## src/rtl/lsu_byte_sequencer.sv

```systemverilog
// lsu_byte_sequencer
// -------------------
// Load/store sequencer between the execute stage and a byte-wide data memory
// port. One LB/LH/LW/LBU/LHU/SB/SH/SW request is accepted at a time. It is
// split into 1, 2 or 4 byte transfers on the memory port. Load bytes are
// assembled little-endian, then sign- or zero-extended, and the result is
// returned as a single-cycle response.
//
// Handshakes: a transfer on req_* or mem_* happens on a rising clk edge where
// valid and ready are both high. The valid side holds its payload stable
// until that edge. Ready may depend on the state only.
//
// Ports
//   clk, rst      clock (rising edge); synchronous active-high reset
//   req_*         request from execute (valid/ready, we, funct3, addr, wdata)
//   mem_*         byte memory port (valid/ready, we, addr, wdata, rdata);
//                 mem_rdata must be valid in the cycle mem_ready is high
//   resp_*        one-cycle completion pulse, error flag, extended load data
//   dbg_state     current FSM state (IDLE=0, ACCESS=1, RESP=2)
//
// Optional feature: define LSU_MISALIGN_TRAP_EN to reject misaligned
// halfword/word requests with resp_err instead of servicing them byte-serially.

module lsu_byte_sequencer #(
  parameter int ADDR_W = 32
) (
  input  logic              clk,
  input  logic              rst,
  input  logic              req_valid,
  output logic              req_ready,
  input  logic              req_we,
  input  logic [2:0]        req_funct3,
  input  logic [ADDR_W-1:0] req_addr,
  input  logic [31:0]       req_wdata,
  output logic              mem_valid,
  input  logic              mem_ready,
  output logic              mem_we,
  output logic [ADDR_W-1:0] mem_addr,
  output logic [7:0]        mem_wdata,
  input  logic [7:0]        mem_rdata,
  output logic              resp_valid,
  output logic              resp_err,
  output logic [31:0]       resp_rdata,
  output logic [1:0]        dbg_state
);

  typedef enum logic [1:0] {
    IDLE   = 2'd0,
    ACCESS = 2'd1,
    RESP   = 2'd2
  } state_t;

  state_t            state, state_next;
  logic              we_q;
  logic [2:0]        funct3_q;
  logic [ADDR_W-1:0] addr_q;
  logic [31:0]       wdata_q;
  logic [1:0]        idx;
  logic [31:0]       ld_buf;
  logic              err_q;
  logic              legal;
  logic [1:0]        last_idx;
  logic              accept;
  logic              xfer;

  assign accept = (state == IDLE) && req_valid;
  assign xfer   = (state == ACCESS) && mem_ready;

  // Request legality. This only steers the next state and the latched error
  // flag, so nothing on req_* reaches the memory port combinationally.
  always_comb begin
    legal = 1'b0;
    case (req_funct3)
      3'b000, 3'b001, 3'b010: legal = 1'b1;
      3'b100, 3'b101:         legal = ~req_we;
      default:                legal = 1'b0;
    endcase
`ifdef LSU_MISALIGN_TRAP_EN
    if (req_funct3[1:0] == 2'b01 && req_addr[0])
      legal = 1'b0;
    if (req_funct3[1:0] == 2'b10 && req_addr[1:0] != 2'b00)
      legal = 1'b0;
`endif
  end

  // Index of the final byte of the latched access. Only sizes 00/01/10
  // ever reach ACCESS.
  always_comb begin
    case (funct3_q[1:0])
      2'b00:   last_idx = 2'd0;
      2'b01:   last_idx = 2'd1;
      default: last_idx = 2'd3;
    endcase
  end

  always_comb begin
    state_next = state;
    case (state)
      IDLE:    if (req_valid) state_next = legal ? ACCESS : RESP;
      ACCESS:  if (mem_ready && idx == last_idx) state_next = RESP;
      RESP:    state_next = IDLE;
      default: state_next = IDLE;
    endcase
  end

  always_ff @(posedge clk) begin
    if (rst) begin
      state    <= IDLE;
      we_q     <= 1'b0;
      funct3_q <= 3'b000;
      addr_q   <= '0;
      wdata_q  <= 32'h0;
      idx      <= 2'd0;
      ld_buf   <= 32'h0;
      err_q    <= 1'b0;
    end else begin
      state <= state_next;
      if (accept) begin
        we_q     <= req_we;
        funct3_q <= req_funct3;
        addr_q   <= req_addr;
        wdata_q  <= req_wdata;
        idx      <= 2'd0;
        ld_buf   <= 32'h0;
        err_q    <= ~legal;
      end
      if (xfer) begin
        if (!we_q)
          ld_buf[{idx, 3'b000} +: 8] <= mem_rdata;
        idx <= idx + 2'd1;
      end
    end
  end

  // All outputs are decoded from the state register and latched fields.
  always_comb begin
    req_ready  = 1'b0;
    mem_valid  = 1'b0;
    mem_we     = 1'b0;
    mem_addr   = '0;
    mem_wdata  = 8'h00;
    resp_valid = 1'b0;
    resp_err   = 1'b0;
    resp_rdata = 32'h0;
    case (state)
      IDLE: req_ready = 1'b1;
      ACCESS: begin
        mem_valid = 1'b1;
        mem_we    = we_q;
        // Linear byte addressing; wraps naturally at 2^ADDR_W.
        mem_addr  = addr_q + ADDR_W'(idx);
        mem_wdata = wdata_q[{idx, 3'b000} +: 8];
      end
      RESP: begin
        resp_valid = 1'b1;
        resp_err   = err_q;
        if (!err_q && !we_q) begin
          case (funct3_q)
            3'b000:  resp_rdata = {{24{ld_buf[7]}}, ld_buf[7:0]};
            3'b001:  resp_rdata = {{16{ld_buf[15]}}, ld_buf[15:0]};
            3'b010:  resp_rdata = ld_buf;
            3'b100:  resp_rdata = {24'h0, ld_buf[7:0]};
            3'b101:  resp_rdata = {16'h0, ld_buf[15:0]};
            default: resp_rdata = 32'h0;
          endcase
        end
      end
      default: ;
    endcase
  end

  assign dbg_state = state;

endmodule

```

## config.mk

```make
export PLATFORM = sky130hd
export DESIGN_NAME = lsu_byte_sequencer
export DESIGN_NICKNAME = d
export VERILOG_FILES = /design/src/rtl/lsu_byte_sequencer.sv
export SDC_FILE = /design/constraint.sdc
export NUM_CORES = 1
export LEC_CHECK = 0
export CAP_MARGIN = 30
export CELL_PAD_IN_SITES_DETAIL_PLACEMENT = 2
export CELL_PAD_IN_SITES_GLOBAL_PLACEMENT = 2
export CORE_MARGIN = 1
export CORE_UTILIZATION = 24
export CTS_CLUSTER_SIZE = 25
export DETAILED_ROUTE_END_ITERATION = 6
export GPL_ROUTABILITY_DRIVEN = 0
export PLACE_DENSITY_LB_ADDON = 0.1
export SETUP_SLACK_MARGIN = 0.05
export SLEW_MARGIN = 20
export SYNTH_ARGS = -nofsm -noshare
export SYNTH_HDL_FRONTEND = slang
export SYNTH_SLANG_ARGS = --single-unit
```

## constraint.sdc

```tcl
create_clock -name clk -period 2.65 [get_ports clk]
set_clock_uncertainty 0.2 [all_clocks]
set_input_delay 0.6625 -clock clk [delete_from_list [all_inputs] [get_ports clk]]
set_output_delay 0.6625 -clock clk [all_outputs]
set_load 0.02 [all_outputs]
```

Word-level counts from Yosys, hierarchy flattened. Cells that the tools add are included.

Register bits after elaboration: 105. Input bits: 80. Output and inout bits: 79. Word-level logic and storage cells: 67.

Add/sub/neg operators: 3. Equality and inequality tests: 14. Shift operators: 3. Multiplexer cells: 23. Bitwise logic cells: 2. Reduce and logical (&&, ||, !) cells: 14.

Operators with widths (count): 32-bit 2-to-1 mux (7); 32-bit one-hot mux with 5 select lines (1); 32-bit by 2-bit adder with 32-bit output (1); 32-bit bitwise mux (1); 8-bit by 7-bit variable shift with 32-bit output (first input constant) (1); 32-bit by 6-bit indexed part select with 8-bit output (1); 8-bit by 7-bit indexed part select with 32-bit output (1); 3-bit == test (second input constant) (4); 2-bit 2-to-1 mux (5); 8-bit 2-to-1 mux (1); 2-bit one-hot mux with 2 select lines (2); 5-bit negator with 7-bit output (1); 3-bit by 1-bit == test with 1-bit output (second input constant) (2); 3-bit by 2-bit == test with 1-bit output (second input constant) (2); 3-bit logical NOT (2); 1-bit 2-to-1 mux (5); 2-bit by 1-bit == test with 1-bit output (second input constant) (2); 1-bit logical AND (4); 2-bit logical NOT (2); 3-bit OR reduction (1); 2-bit by 1-bit adder with 2-bit output (second input constant) (1); 2-bit == test (1); 2-bit == test (second input constant) (1); 1-bit logical NOT (2); other kinds (7) (8).

Longest topological paths before layout. Gate-level depths: netlist (run 1).

Depth after elaboration: 7. Depth in mapped cells: 8. Depth with buffers taken out: 6.

Worst setup path after synthesis (run 1). OpenSTA, ideal clock, no wires.

Path type: flip-flop to output port. From: register idx[0]. To: output port mem_addr[24]. Arrival: 2147 ps. Data required time: 1788 ps. Slack: -360 ps. Stages on the path, launching flop included: 7. Buffers on the path: 0. Path through: dfxtp_1 -> ha_1 -> fa_1 -> and2_1 -> nand3_2 -> or4_1 -> a21oi_1.

Cells in the longest elaborated chain, start to end: 2.

RTL lines: from (decl) (RTL line 58) `logic [1:0] idx;`; from (signal assigned) (RTL line 130) `idx <= idx + 2'd1;`; 32-bit by 2-bit adder with 32-bit output (RTL line 151) `mem_addr = addr_q + ADDR_W'(idx);`; 32-bit 2-to-1 mux (RTL line 145) `case (state)`; to (decl) (RTL line 38) `output logic [ADDR_W-1:0] mem_addr,`.

Every way passes these cells.

Worst setup path in the final report (run 1). Ends and elaborated chain as after synthesis.

==> results.cfg, run 1 <==
[critical_path]
setup.worst_path.end_class = primary output
cp.arrival_ns = 2.17
reg2reg_slack_ns = 0.27
reg2reg_to = ld_buf[16]
startpoint_type = flip-flop
cp.required_ns = 1.79
reg2reg_from = idx[0]
reg2reg_depth = 11
cp-startpoint = idx[0]
setup.worst_path.class = reg -> out
cp_max_fo = 8

[placed_design]
io_buffers = 158
hpwl_mm = 16.45

[sta]
max-slew-margin-rel_pct = 69.37
fin_setup_tns_ns = -8.824
min_period_ns = 3.035
rsz0062_at_grt = yes
fin_crit_sh_pct = 114.5
worst_pin_slew_ns = 0.4595
drv_slew = 0
max_freq_mhz = 329.5
hold_violations = 0
setup_ws_ns = -0.3852
finalSetupViolations = 63

[synthesis]
synth.area.top_cells = dfxtp_1 38%, nand2_1 11%, a21oi_1 9.3%
synth_nets = 783
yosysWarningCount = 0
yosysTopAreaCell = dfxtp_1
synth-seq-area-share_pct = 38.31
synth_edf_count = 0
netlist_area_um2 = 5487
ys.flop_type = dfxtp_1
syn-mean-instance-area_um2 = 7.894
synth_cell_types = 52
synth-seq-cells = 105
async_reset_ff_share_pct = 0
synth_top_area_share_pct = 38.31
netlist_instances = 695

[pwr]
ir_drop_mv = 0.2854
p_leak_nw = 3.484
power.density_nw_per_um2 = 427.2
p_int_w = 0.002735
total_power_w = 0.003898
seqPwrFrac_pct = 43.8
power_frac_clock_pct = 34.6
switching_share_pct = 29.84
p_comb_share_pct = 21.6
p_switching_w = 0.001163

[floorplan]
die_h_um = 153.2
pin_count = 159
dieArea_um2 = 23470
start_util_pct = 24.83
core_um2 = 22090
num_rows = 54
die_w_um = 153.2

[clock_network]
cts_tree = done
clkLatencyLatePin_ns = 0.35
cts_made_buffers = 9
ctsHoldBuffers = 0
path_clk_slew_ns = 0.08
cts_max_level = 3
clock-sinks = 105
clockBufferDepth = 2
clock-root-buffer = clkbuf_16

[run_status]
status = finished, violations left
violations = negative setup slack

[cells_and_area]
area_delta_synth_final_pct = 66.29
final_nets = 1022
drive_gt1_share_pct = 36.63
final_core_utilization_pct = 41.30

[hold_path]
hp-start = wdata_q[11]
min_to = wdata_q[11]
holdPathStages = 2
hp-class = reg -> reg

[global_route]
grt_pass1_vias = 6611
grt_use_total_pct = 19.52
grt_remaining_overflow = 0
grt_max_degree = 44
antenna_found_initial = 0
grt_pass1_wl_mm = 36.14

[drt]
via_per_inst = 4.930
wl_mm = 23.15
ant_nets = 0
route.detailed.drc = 0
drtPass1Iterations = 4
vias = 6014
wl_per_cell_um = 18.97
drtIter0Drc = 140

[job]
maxCapViolCount = 0
-- cells in the mapped netlist (2+ instances only) --
| library cell | number |
|---|---|
| nand4_1 | 9 |
| buf_6 | 4 |
| nand2_1 | 167 |
| o21ai_0 | 3 |
| a21oi_2 | 12 |
| xor2_1 | 10 |
| nand3_1 | 8 |
| or4_1 | 11 |
| or3_1 | 4 |
| a2bb2oi_1 | 8 |
| buf_2 | 11 |
| buf_1 | 2 |
| nor2_1 | 59 |
| nor4_1 | 3 |
| nor3_1 | 2 |
| nand3_2 | 3 |
| clkbuf_1 | 33 |
| a32oi_1 | 2 |
| and3_1 | 4 |
| nor4_2 | 2 |
| nor2b_1 | 3 |
| dfxtp_1 | 105 |
| mux4_2 | 8 |
| nand2b_1 | 7 |
| and4_1 | 5 |
| a22oi_1 | 32 |
| inv_1 | 8 |
| and2_1 | 23 |
| mux2i_1 | 5 |
| ha_1 | 7 |
| o31ai_1 | 11 |
| nor4_4 | 3 |
| a21oi_1 | 102 |
-- worst max-delay path by stage --
stage,cells after the start,end,slack (ns)
2_1_floorplan,6,mem_addr[24],0.0004
3_3_place_gp,7,mem_addr[24],-0.45
3_5_place_dp,8,mem_addr[26],-0.52
4_1_cts,7,mem_addr[24],-0.38
5_1_grt,8,mem_addr[31],-0.49
6_report,7,mem_addr[24],-0.39
-- per-stage QoR --
| stage | cells | hold WS, ns | cell area [um^2] | worst slack (ns) |
|---|---|---|---|---|
| after global placement | 1177 | 0.2424 | 8192 | -0.4474 |
| after CTS | 1208 | 0.2630 | 8730 | -0.3805 |
| after detailed placement | 1177 | 0.2519 | 8192 | -0.5159 |
| after floorplan | 695 | 0.2331 | 5640 | 0.0004112 |
| final | 1220 | 0.2594 | 9124 | -0.3852 |
| after global routing | 1219 | 0.2846 | 9121 | -0.4893 |
-- logic make-up (layout without fill, tap and decap cells) --
| family | Yosys count | in the layout | share of synthesized area (%) |
|---|---|---|---|
| AO/OA/AOI/OAI | 177 | 177 | 20.27 |
| XOR/XNOR | 11 | 11 | 1.756 |
| adder cells (fa/ha/maj) | 8 | 8 | 1.961 |
| buffers and inverters | 59 | 303 | 4.903 |
| flip-flops | 105 | 105 | 38.31 |
| multiplexers | 13 | 13 | 4.196 |
| other | 0 | 1 | 0 |
| AND/OR/NAND/NOR | 322 | 322 | 28.60 |
-- cells in the final DEF, fill, tap and decap left out, drive strengths merged, types with 2 or more instances in the layout --
| master | instances |
|---|---|
| buf | 191 |
| nand2 | 168 |
| a21oi | 114 |
| dfxtp | 105 |
| clkdlybuf4s50 | 80 |
| nor2 | 60 |
| a22oi | 32 |
| and2 | 23 |
| clkbuf | 13 |
| or4 | 11 |
| inv | 11 |
| nand3 | 11 |
| o31ai | 11 |
| nand4 | 10 |
| xor2 | 10 |
| mux4 | 8 |
| a2bb2oi | 8 |
| nor4 | 8 |
| nand2b | 7 |
| ha | 7 |
| and4 | 6 |
| mux2i | 5 |
| and3 | 4 |
| or3 | 4 |
| nor2b | 3 |
| dlygate4sd2 | 3 |
| o21ai | 3 |
| or2 | 2 |
| a32oi | 2 |
| nor3 | 2 |
| clkinv | 2 |
| clkdlybuf4s15 | 2 |
-- registers in the layout, indices dropped and copies added, names as in the netlist --
signal / cells
we_q: 1
idx: 2
ld_buf: 32
funct3_q: 3
err_q: 1
addr_q: 32
wdata_q: 32
dbg_state: 2
-- power groups by stage --
stage               clock, W  sequential [W]  combinational (W)
floorplan                  0         0.00175           0.000343
global placement           0         0.00173           0.000758
detailed placement         0         0.00174           0.000782
CTS                  0.00139         0.00171           0.000812
global route         0.00145         0.00172           0.000914
finish               0.00135         0.00171           0.000841
-- area by class of cell --
type / instances / area [um^2]
Inverter: 8 / 30.03
Multi-Input combinational cell: 531 / 3620
Timing Repair Buffer: 279 / 2704
Fill cell: 2458 / 12970
Clock inverter: 5 / 46.29
Tap cell: 280 / 350.3
Antenna cell: 1 / 2.502
Sequential cell: 105 / 2128
Clock buffer: 11 / 242.7
-- per-layer routing --
layer | GRT usage, % | part of all wire [%] | routed length (um) | vias up
li1 | - | - | - | 2905
met1 | 23.76 | 43 | 9851 | 2971
met2 | 35.73 | 53 | 12230 | 114
met3 | 2.353 | 3.1 | 711 | 24
met4 | 5.676 | 1.6 | 359 | 0
met5 | 0 | 0 | 0 | -
-- critical path: stages, from the launching register on --
cell	delay, ns
dfxtp_4	0.36
ha_4	0.14
fa_2	0.20
and2_4	0.21
nand3_4	0.13
or4_4	0.52
a21oi_4	0.13
buf_6	0.12
-- timing repair --
item                       4_1_cts  5_1_grt
setup endpoints to repair       76       89
setup buffers                   17       11
pin swaps                       34       36
gates resized for setup        441       76
gates cloned                     0        2
(Power assumes the default switching activity.)
==> inputs of run 2 (changes only) <==
Settings changed: CTS_CLUSTER_DIAMETER from default to 30.
==> results of run 2 <==
No change in the layout: final DEF, timing and power equal those of run 1.
